===== config.mk =====
export PLATFORM = sky130hd
export DESIGN_NAME = gemm_mem_arbiter
export DESIGN_NICKNAME = d
export VERILOG_FILES = /design/src/rtl/gemm_mem_arbiter.sv
export SDC_FILE = /design/constraint.sdc
export NUM_CORES = 1
export LEC_CHECK = 0
export CORE_AREA = 2 2 146 148
export CTS_BUF_LIST = sky130_fd_sc_hd__clkbuf_8
export DETAILED_ROUTE_END_ITERATION = 7
export DIE_AREA = 0 0 148 150
export GPL_TIMING_DRIVEN = 1
export HOLD_SLACK_MARGIN = 0.1
export REMOVE_ABC_BUFFERS = 1
export SETUP_SLACK_MARGIN = 0.3
export SYNTH_ARGS = -nofsm -noshare
export SYNTH_HDL_FRONTEND = slang
export SYNTH_SLANG_ARGS = --single-unit

===== constraint.sdc =====
create_clock -name clk -period 2.1 [get_ports clk]
set_input_delay 0.21 -clock clk [delete_from_list [all_inputs] [get_ports clk]]
set_output_delay 0.21 -clock clk [all_outputs]
set_load 0.02 [all_outputs]

===== src/rtl/gemm_mem_arbiter.sv =====
// gemm_mem_arbiter
// -----------------------------------------------------------------------------
// Shares the single DATA_W-bit GEMM memory interface between the load/prefetch
// requester and the store requester. A granted burst descriptor is issued
// beat by beat, with the address advancing by DATA_W/8 bytes per beat. One
// GAP bubble separates consecutive bursts. A burst is never preempted.
//
// Optional feature (macro GEMM_ARB_STARVE_GUARD_EN):
//   When defined, a saturating starve counter lets a waiting load win over a
//   store once the load has waited STARVE_MAX cycles.
//   When undefined, store has strict priority and no counter exists.
//
// Ports:
//   clk, rst               clock; synchronous active-high reset
//   ld_req/ld_addr/ld_beats  load burst descriptor (0 beats means 1)
//   ld_gnt/ld_beat/ld_done   load grant pulse, per-beat strobe, last-beat pulse
//   st_req/st_addr/st_beats  store burst descriptor
//   st_wr_data               store data for the current beat
//   st_gnt/st_beat/st_done   store equivalents of the load strobes
//   interface_en             one memory access strobe per beat
//   interface_rdwr           0 = read (load), 1 = write (store)
//   interface_addr           beat address (wraps modulo 2^ADDR_W)
//   interface_control        beats remaining, including the current beat
//   interface_wr_data        st_wr_data during store beats, else 0
//   busy                     arbiter is not idle
// -----------------------------------------------------------------------------
module gemm_mem_arbiter #(
  parameter int ADDR_W     = 32,
  parameter int DATA_W     = 128,
  parameter int STARVE_MAX = 8
) (
  input  logic              clk,
  input  logic              rst,
  input  logic              ld_req,
  input  logic [ADDR_W-1:0] ld_addr,
  input  logic [4:0]        ld_beats,
  output logic              ld_gnt,
  output logic              ld_beat,
  output logic              ld_done,
  input  logic              st_req,
  input  logic [ADDR_W-1:0] st_addr,
  input  logic [4:0]        st_beats,
  input  logic [DATA_W-1:0] st_wr_data,
  output logic              st_gnt,
  output logic              st_beat,
  output logic              st_done,
  output logic              interface_en,
  output logic              interface_rdwr,
  output logic [ADDR_W-1:0] interface_addr,
  output logic [4:0]        interface_control,
  output logic [DATA_W-1:0] interface_wr_data,
  output logic              busy
);

  typedef enum logic [1:0] {IDLE, LOAD, STORE, GAP} state_t;

  localparam logic [ADDR_W-1:0] BEAT_BYTES = ADDR_W'(DATA_W / 8);

  state_t            state_q, state_d;
  logic [ADDR_W-1:0] addr_q, addr_d;   // address of the current beat
  logic [4:0]        cnt_q, cnt_d;     // beats remaining incl. current
  logic              first_q, first_d; // current beat is the first of the burst
  logic              force_ld;         // starvation guard overrides store priority

  function automatic logic [4:0] norm_beats(input logic [4:0] b);
    return (b == 5'd0) ? 5'd1 : b;
  endfunction

`ifdef GEMM_ARB_STARVE_GUARD_EN
  localparam int SW = $clog2(STARVE_MAX + 1);
  localparam logic [SW-1:0] STARVE_LIM = SW'(STARVE_MAX);

  logic [SW-1:0] starve_q;

  // Counts cycles a load request waits ungranted; saturates at the limit.
  always_ff @(posedge clk) begin
    if (rst) begin
      starve_q <= '0;
    end else if (ld_gnt) begin
      starve_q <= '0;
    end else if (ld_req && (starve_q != STARVE_LIM)) begin
      starve_q <= starve_q + SW'(1);
    end
  end

  assign force_ld = ld_req && (starve_q == STARVE_LIM);
`else
  // Strict store priority: STARVE_MAX has no effect, so this is constant 0.
  assign force_ld = ld_req && (STARVE_MAX < 0);
`endif

  // NOTE: sequential state uses non-blocking assignments so every register
  // samples the pre-edge values regardless of statement order.
  // All burst registers are reset, so a reset mid-burst discards the latched
  // descriptor and the beat counter restarts from zero.
  always_ff @(posedge clk) begin
    if (rst) begin
      state_q <= IDLE;
      addr_q  <= '0;
      cnt_q   <= '0;
      first_q <= 1'b0;
    end else begin
      state_q <= state_d;
      addr_q  <= addr_d;
      cnt_q   <= cnt_d;
      first_q <= first_d;
    end
  end

  // NOTE: every signal written here gets a default first, so no path through
  // the case statement can leave one unassigned and infer a latch.
  always_comb begin
    state_d           = state_q;
    addr_d            = addr_q;
    cnt_d             = cnt_q;
    first_d           = first_q;
    ld_gnt            = 1'b0;
    ld_beat           = 1'b0;
    ld_done           = 1'b0;
    st_gnt            = 1'b0;
    st_beat           = 1'b0;
    st_done           = 1'b0;
    interface_en      = 1'b0;
    interface_rdwr    = 1'b0;
    interface_addr    = '0;
    interface_control = 5'd0;
    interface_wr_data = '0;
    busy              = (state_q != IDLE);

    case (state_q)
      IDLE: begin
        // Store first (it frees accumulator buffers) unless load is starving.
        if (st_req && !force_ld) begin
          state_d = STORE;
          addr_d  = st_addr;
          cnt_d   = norm_beats(st_beats);
          first_d = 1'b1;
        end else if (ld_req) begin
          state_d = LOAD;
          addr_d  = ld_addr;
          cnt_d   = norm_beats(ld_beats);
          first_d = 1'b1;
        end
      end

      LOAD, STORE: begin
        interface_en      = 1'b1;
        interface_rdwr    = (state_q == STORE);
        interface_addr    = addr_q;
        interface_control = cnt_q;
        if (state_q == STORE) begin
          st_gnt            = first_q;
          st_beat           = 1'b1;
          st_done           = (cnt_q == 5'd1);
          interface_wr_data = st_wr_data;
        end else begin
          ld_gnt  = first_q;
          ld_beat = 1'b1;
          ld_done = (cnt_q == 5'd1);
        end
        first_d = 1'b0;
        addr_d  = addr_q + BEAT_BYTES;
        cnt_d   = cnt_q - 5'd1;
        if (cnt_q == 5'd1) begin
          state_d = GAP;
        end
      end

      GAP: begin
        state_d = IDLE;
      end

      default: begin
        state_d = IDLE;
      end
    endcase
  end

endmodule


==> results_dict.tcl <==
set metrics [dict create \
    power_leakage_nw 4.189 \
    finalCritPeriodShare_pct 91.80 \
    die_x_um 148 \
    dp_hpwl_mm 19.53 \
    grt_max_degree 44 \
    synth_area_leader_cell "and2_1" \
    crit_cells 7 \
    grt_usage_pct 20.01 \
    r2r_setup_slack_ns 0.20 \
    syn_to_final_growth_pct 142.4 \
    clock_latency_ns 0.30 \
    cts_htree_levels 2 \
    critPathKind "flip-flop to primary output" \
    syn_avg_cell_area_um2 7.004 \
    nets 1201 \
    cts_root_buffer "clkbuf_8" \
    stdcell_count 1269 \
    fmaxAchievable_mhz 518.7 \
    die_h_um 150 \
    setup-tns-final_ns 0 \
    vias_per_cell 4.488 \
    p_per_area_nw_per_um2 1103 \
    drt-initial-drc-count 196 \
    reg2reg_from "state_q[0]" \
    critPathMaxStageDelay_ns 0.36 \
    relSlewSlack_pct 73.33 \
    path_buf_inv 5 \
    fill_cells 2005 \
    drt_wl_total_mm 24.73 \
    drt_first_pass_iters 4 \
    critPathMaxFanout 9 \
    fin_skew_ns 0.006694 \
    ys_seq_elements 40 \
    critPathCapture "interface_addr[20]" \
    finalSetupViolations 0 \
    pwr-share-clk_pct 4.8 \
    async_reset_ff_share_pct 0 \
    worst_pin_slew_ns 0.3958 \
    num_io_pins 380 \
    place_ws_ns 0.009098 \
    whs_ns 0.4953 \
    synthTopCellsByArea "and2_1 (26%), dfxtp_1 (20%), mux2i_1 (9.3%)" \
    route.detailed.drc 0 \
    worstHoldPathCells 2 \
    start_util_pct 19.26 \
    syn_inst 569 \
    antenna_found_initial 7 \
    clock_path_buffers 2 \
    ys_types 49 \
    p_sw_mw 4.735 \
    report.final.slew_viol_count 0 \
    critPathTopFamily "buffers and inverters" \
    rsz0062_at_grt "true" \
    dp.cells 1215 \
    drive_gt1_share_pct 43.77 \
    worstPathRequired_ns 1.89 \
    layout_min_cycle_time_ns 1.928 \
    finalWorstSetupSlack_ns 0.1721 \
    combPwrFrac_pct 80.8 \
    grt_pass1_wl_mm 33.97 \
    crit_arrival_ns 1.72 \
    seqPwrFrac_pct 14.4 \
    synth_top_area_share_pct 25.90 \
    worstSetupStartpoint "state_q[0]" \
    r2r-end "addr_q[31]" \
    core-area_um2 20690 \
    syn_area_um2 3985 \
    grt-ovfl-total 0 \
    cts-hold-fix-buffers 0 \
    port_buffers 379 \
    ant_nets 0 \
    path_cells "inv_4 -> ha_4 -> buf_4 -> buf_12 -> buf_12 -> and2_1 -> buf_4" \
    ir_drop_mv 0.5522 \
    cts_buffers 5 \
    power_switching_share_pct 44.45 \
    startpoint_type "flip-flop" \
    hold_viol 0 \
    cts_sinks 40 \
    via_count 5695 \
    drt-wirelength-per-cell_um 19.48 \
    slowest_stage "dfxtp_2" \
    gp_congestion 0.8330 \
    ys_seq_area_share_pct 20.09 \
    die_area_um2 22200 \
    reg2reg_depth 7 \
    synth_edf_count 0 \
    rows 53 \
    final_util_pct 46.68 \
    outcome "finished, final reports clean" \
    grt_pass1_vias 5396 \
    synth_flop_cell "dfxtp_1" \
    yosys_warnings 0 \
    worstHoldPathType "flip-flop to flip-flop" \
    clkTransAtPathRegs_ns 0.08 \
    critPathCaptureType "primary output" \
    drv_cap 0 \
    cts_tree "yes" \
    internal-power_mw 5.918 \
]
worst min path at each step:
stage	start	end	slack, ns
floorplan	rst	addr_q[15]	0.28
global placement	addr_q[1]	addr_q[1]	0.49
detailed placement	addr_q[3]	addr_q[3]	0.49
CTS	addr_q[3]	addr_q[3]	0.50
global route	addr_q[2]	addr_q[2]	0.52
finish	addr_q[1]	addr_q[1]	0.50
sequential cells by signal, indices dropped and copies added (netlist names):
signal   count
addr_q      32
cnt_q        5
state_q      2
first_q      1
what timing repair did:
action / in CTS / in global routing
pin swaps: 8 / 101
endpoints found under the setup margin: 201 / 203
endpoints found under the hold margin: 0 / 0
buffers inserted: 16 / 8
gates resized for setup: 624 / 416
gates cloned: 2 / 14
cells in the mapped netlist (all sizes together) (8+ instances only):
cell type,n
nor3,11
inv,16
o21ai,13
a21oi,28
nor4,9
nand4,12
nand3,8
nor2,43
o22ai,13
nand2,40
a211oi,10
and2,165
ha,8
clkbuf,38
buf,10
mux2i,37
dfxtp,40
metrics by stage:
stage,cell area (um2),total power [mW]
after floorplan,3789,4.693
after global placement,8387,8.093
after detailed placement,8387,8.133
after CTS,8182,8.924
after global routing,9658,11.32
final,9658,10.65
power groups by stage:
| stage | Sequential (mW) | Clock, mW | Combinational [mW] |
|---|---|---|---|
| global placement | 1.50 | 0 | 6.60 |
| CTS | 1.50 | 0.520 | 6.91 |
| global route | 1.61 | 0.550 | 9.17 |
| detailed placement | 1.51 | 0 | 6.63 |
| finish | 1.54 | 0.510 | 8.61 |
| floorplan | 1.42 | 0 | 3.27 |
cell usage in the layout, fill, tap and decap left out, types with 4 or more instances in the layout:
cell             synthesis  final
buf_4                    2     56
nor3_1                  10      7
o21ai_0                 13     11
a22oi_1                  6      4
inv_1                   16     15
nor2b_1                  6      6
clkbuf_8                 0      5
nor3_2                   1      4
nor4_1                   8      5
buf_2                    7     11
ha_1                     8      5
and2_4                   0    128
clkdlybuf4s50_1          0    204
dfxtp_2                  0      6
o32ai_1                  4      4
clkdlybuf4s15_2          0     10
a21oi_1                 28     27
mux2i_1                 37     37
o221ai_1                 5      4
diode_2                  0      7
buf_12                   0     19
dfxtp_1                 40     34
dlygate4sd2_1            0      4
clkbuf_16                0      9
nand2b_1                 4      4
a31oi_1                  6      6
buf_6                    0    127
nand2_1                 40     40
a211oi_1                10      9
clkbuf_2                 0      9
and2_1                 165     36
nor2_1                  41     38
o22ai_1                 13     13
and3_1                   5      4
buf_8                    0      7
nand4_1                 12     12
nand3_1                  8      5
worst reg2reg max path, stage by stage (launching register included):
cell     delay (ns)
dfxtp_2        0.36
inv_4          0.05
ha_4           0.35
nor2_4         0.05
or2_4          0.25
or4_4          0.49
mux2i_1        0.17
a211o_1        0.12
cell type report:
type	instances	area (um2)	share of cell area (%)
flip-flops and latches	40	808.3	8.369
clock buffers	5	68.82	0.7125
well taps	275	344.1	3.563
inverters	16	62.56	0.6478
repair buffers	459	4918	50.93
multi-input cells	465	3430	35.51
diodes	7	17.52	0.1814
clock inverters	2	8.758	0.09069
routing by layer:
layer | global-route usage, % | vias up | part of all wire [%]
met5 | 0 | - | 0
met4 | 5.952 | 0 | 2.2
met3 | 4.116 | 22 | 6.1
met2 | 35.63 | 225 | 52
met1 | 24.24 | 2647 | 40
li1 | - | 2801 | -
kinds of logic after synthesis:
kind of cell               synth area share, %
adders and majority gates                2.512
and+or+nand+nor                          45.06
DFF                                      20.09
muxes                                    9.859
AOI/OAI and AO/OA                        16.04
buffers and inverters                    6.436
No activity file was read; power rests on OpenSTA's default activity.
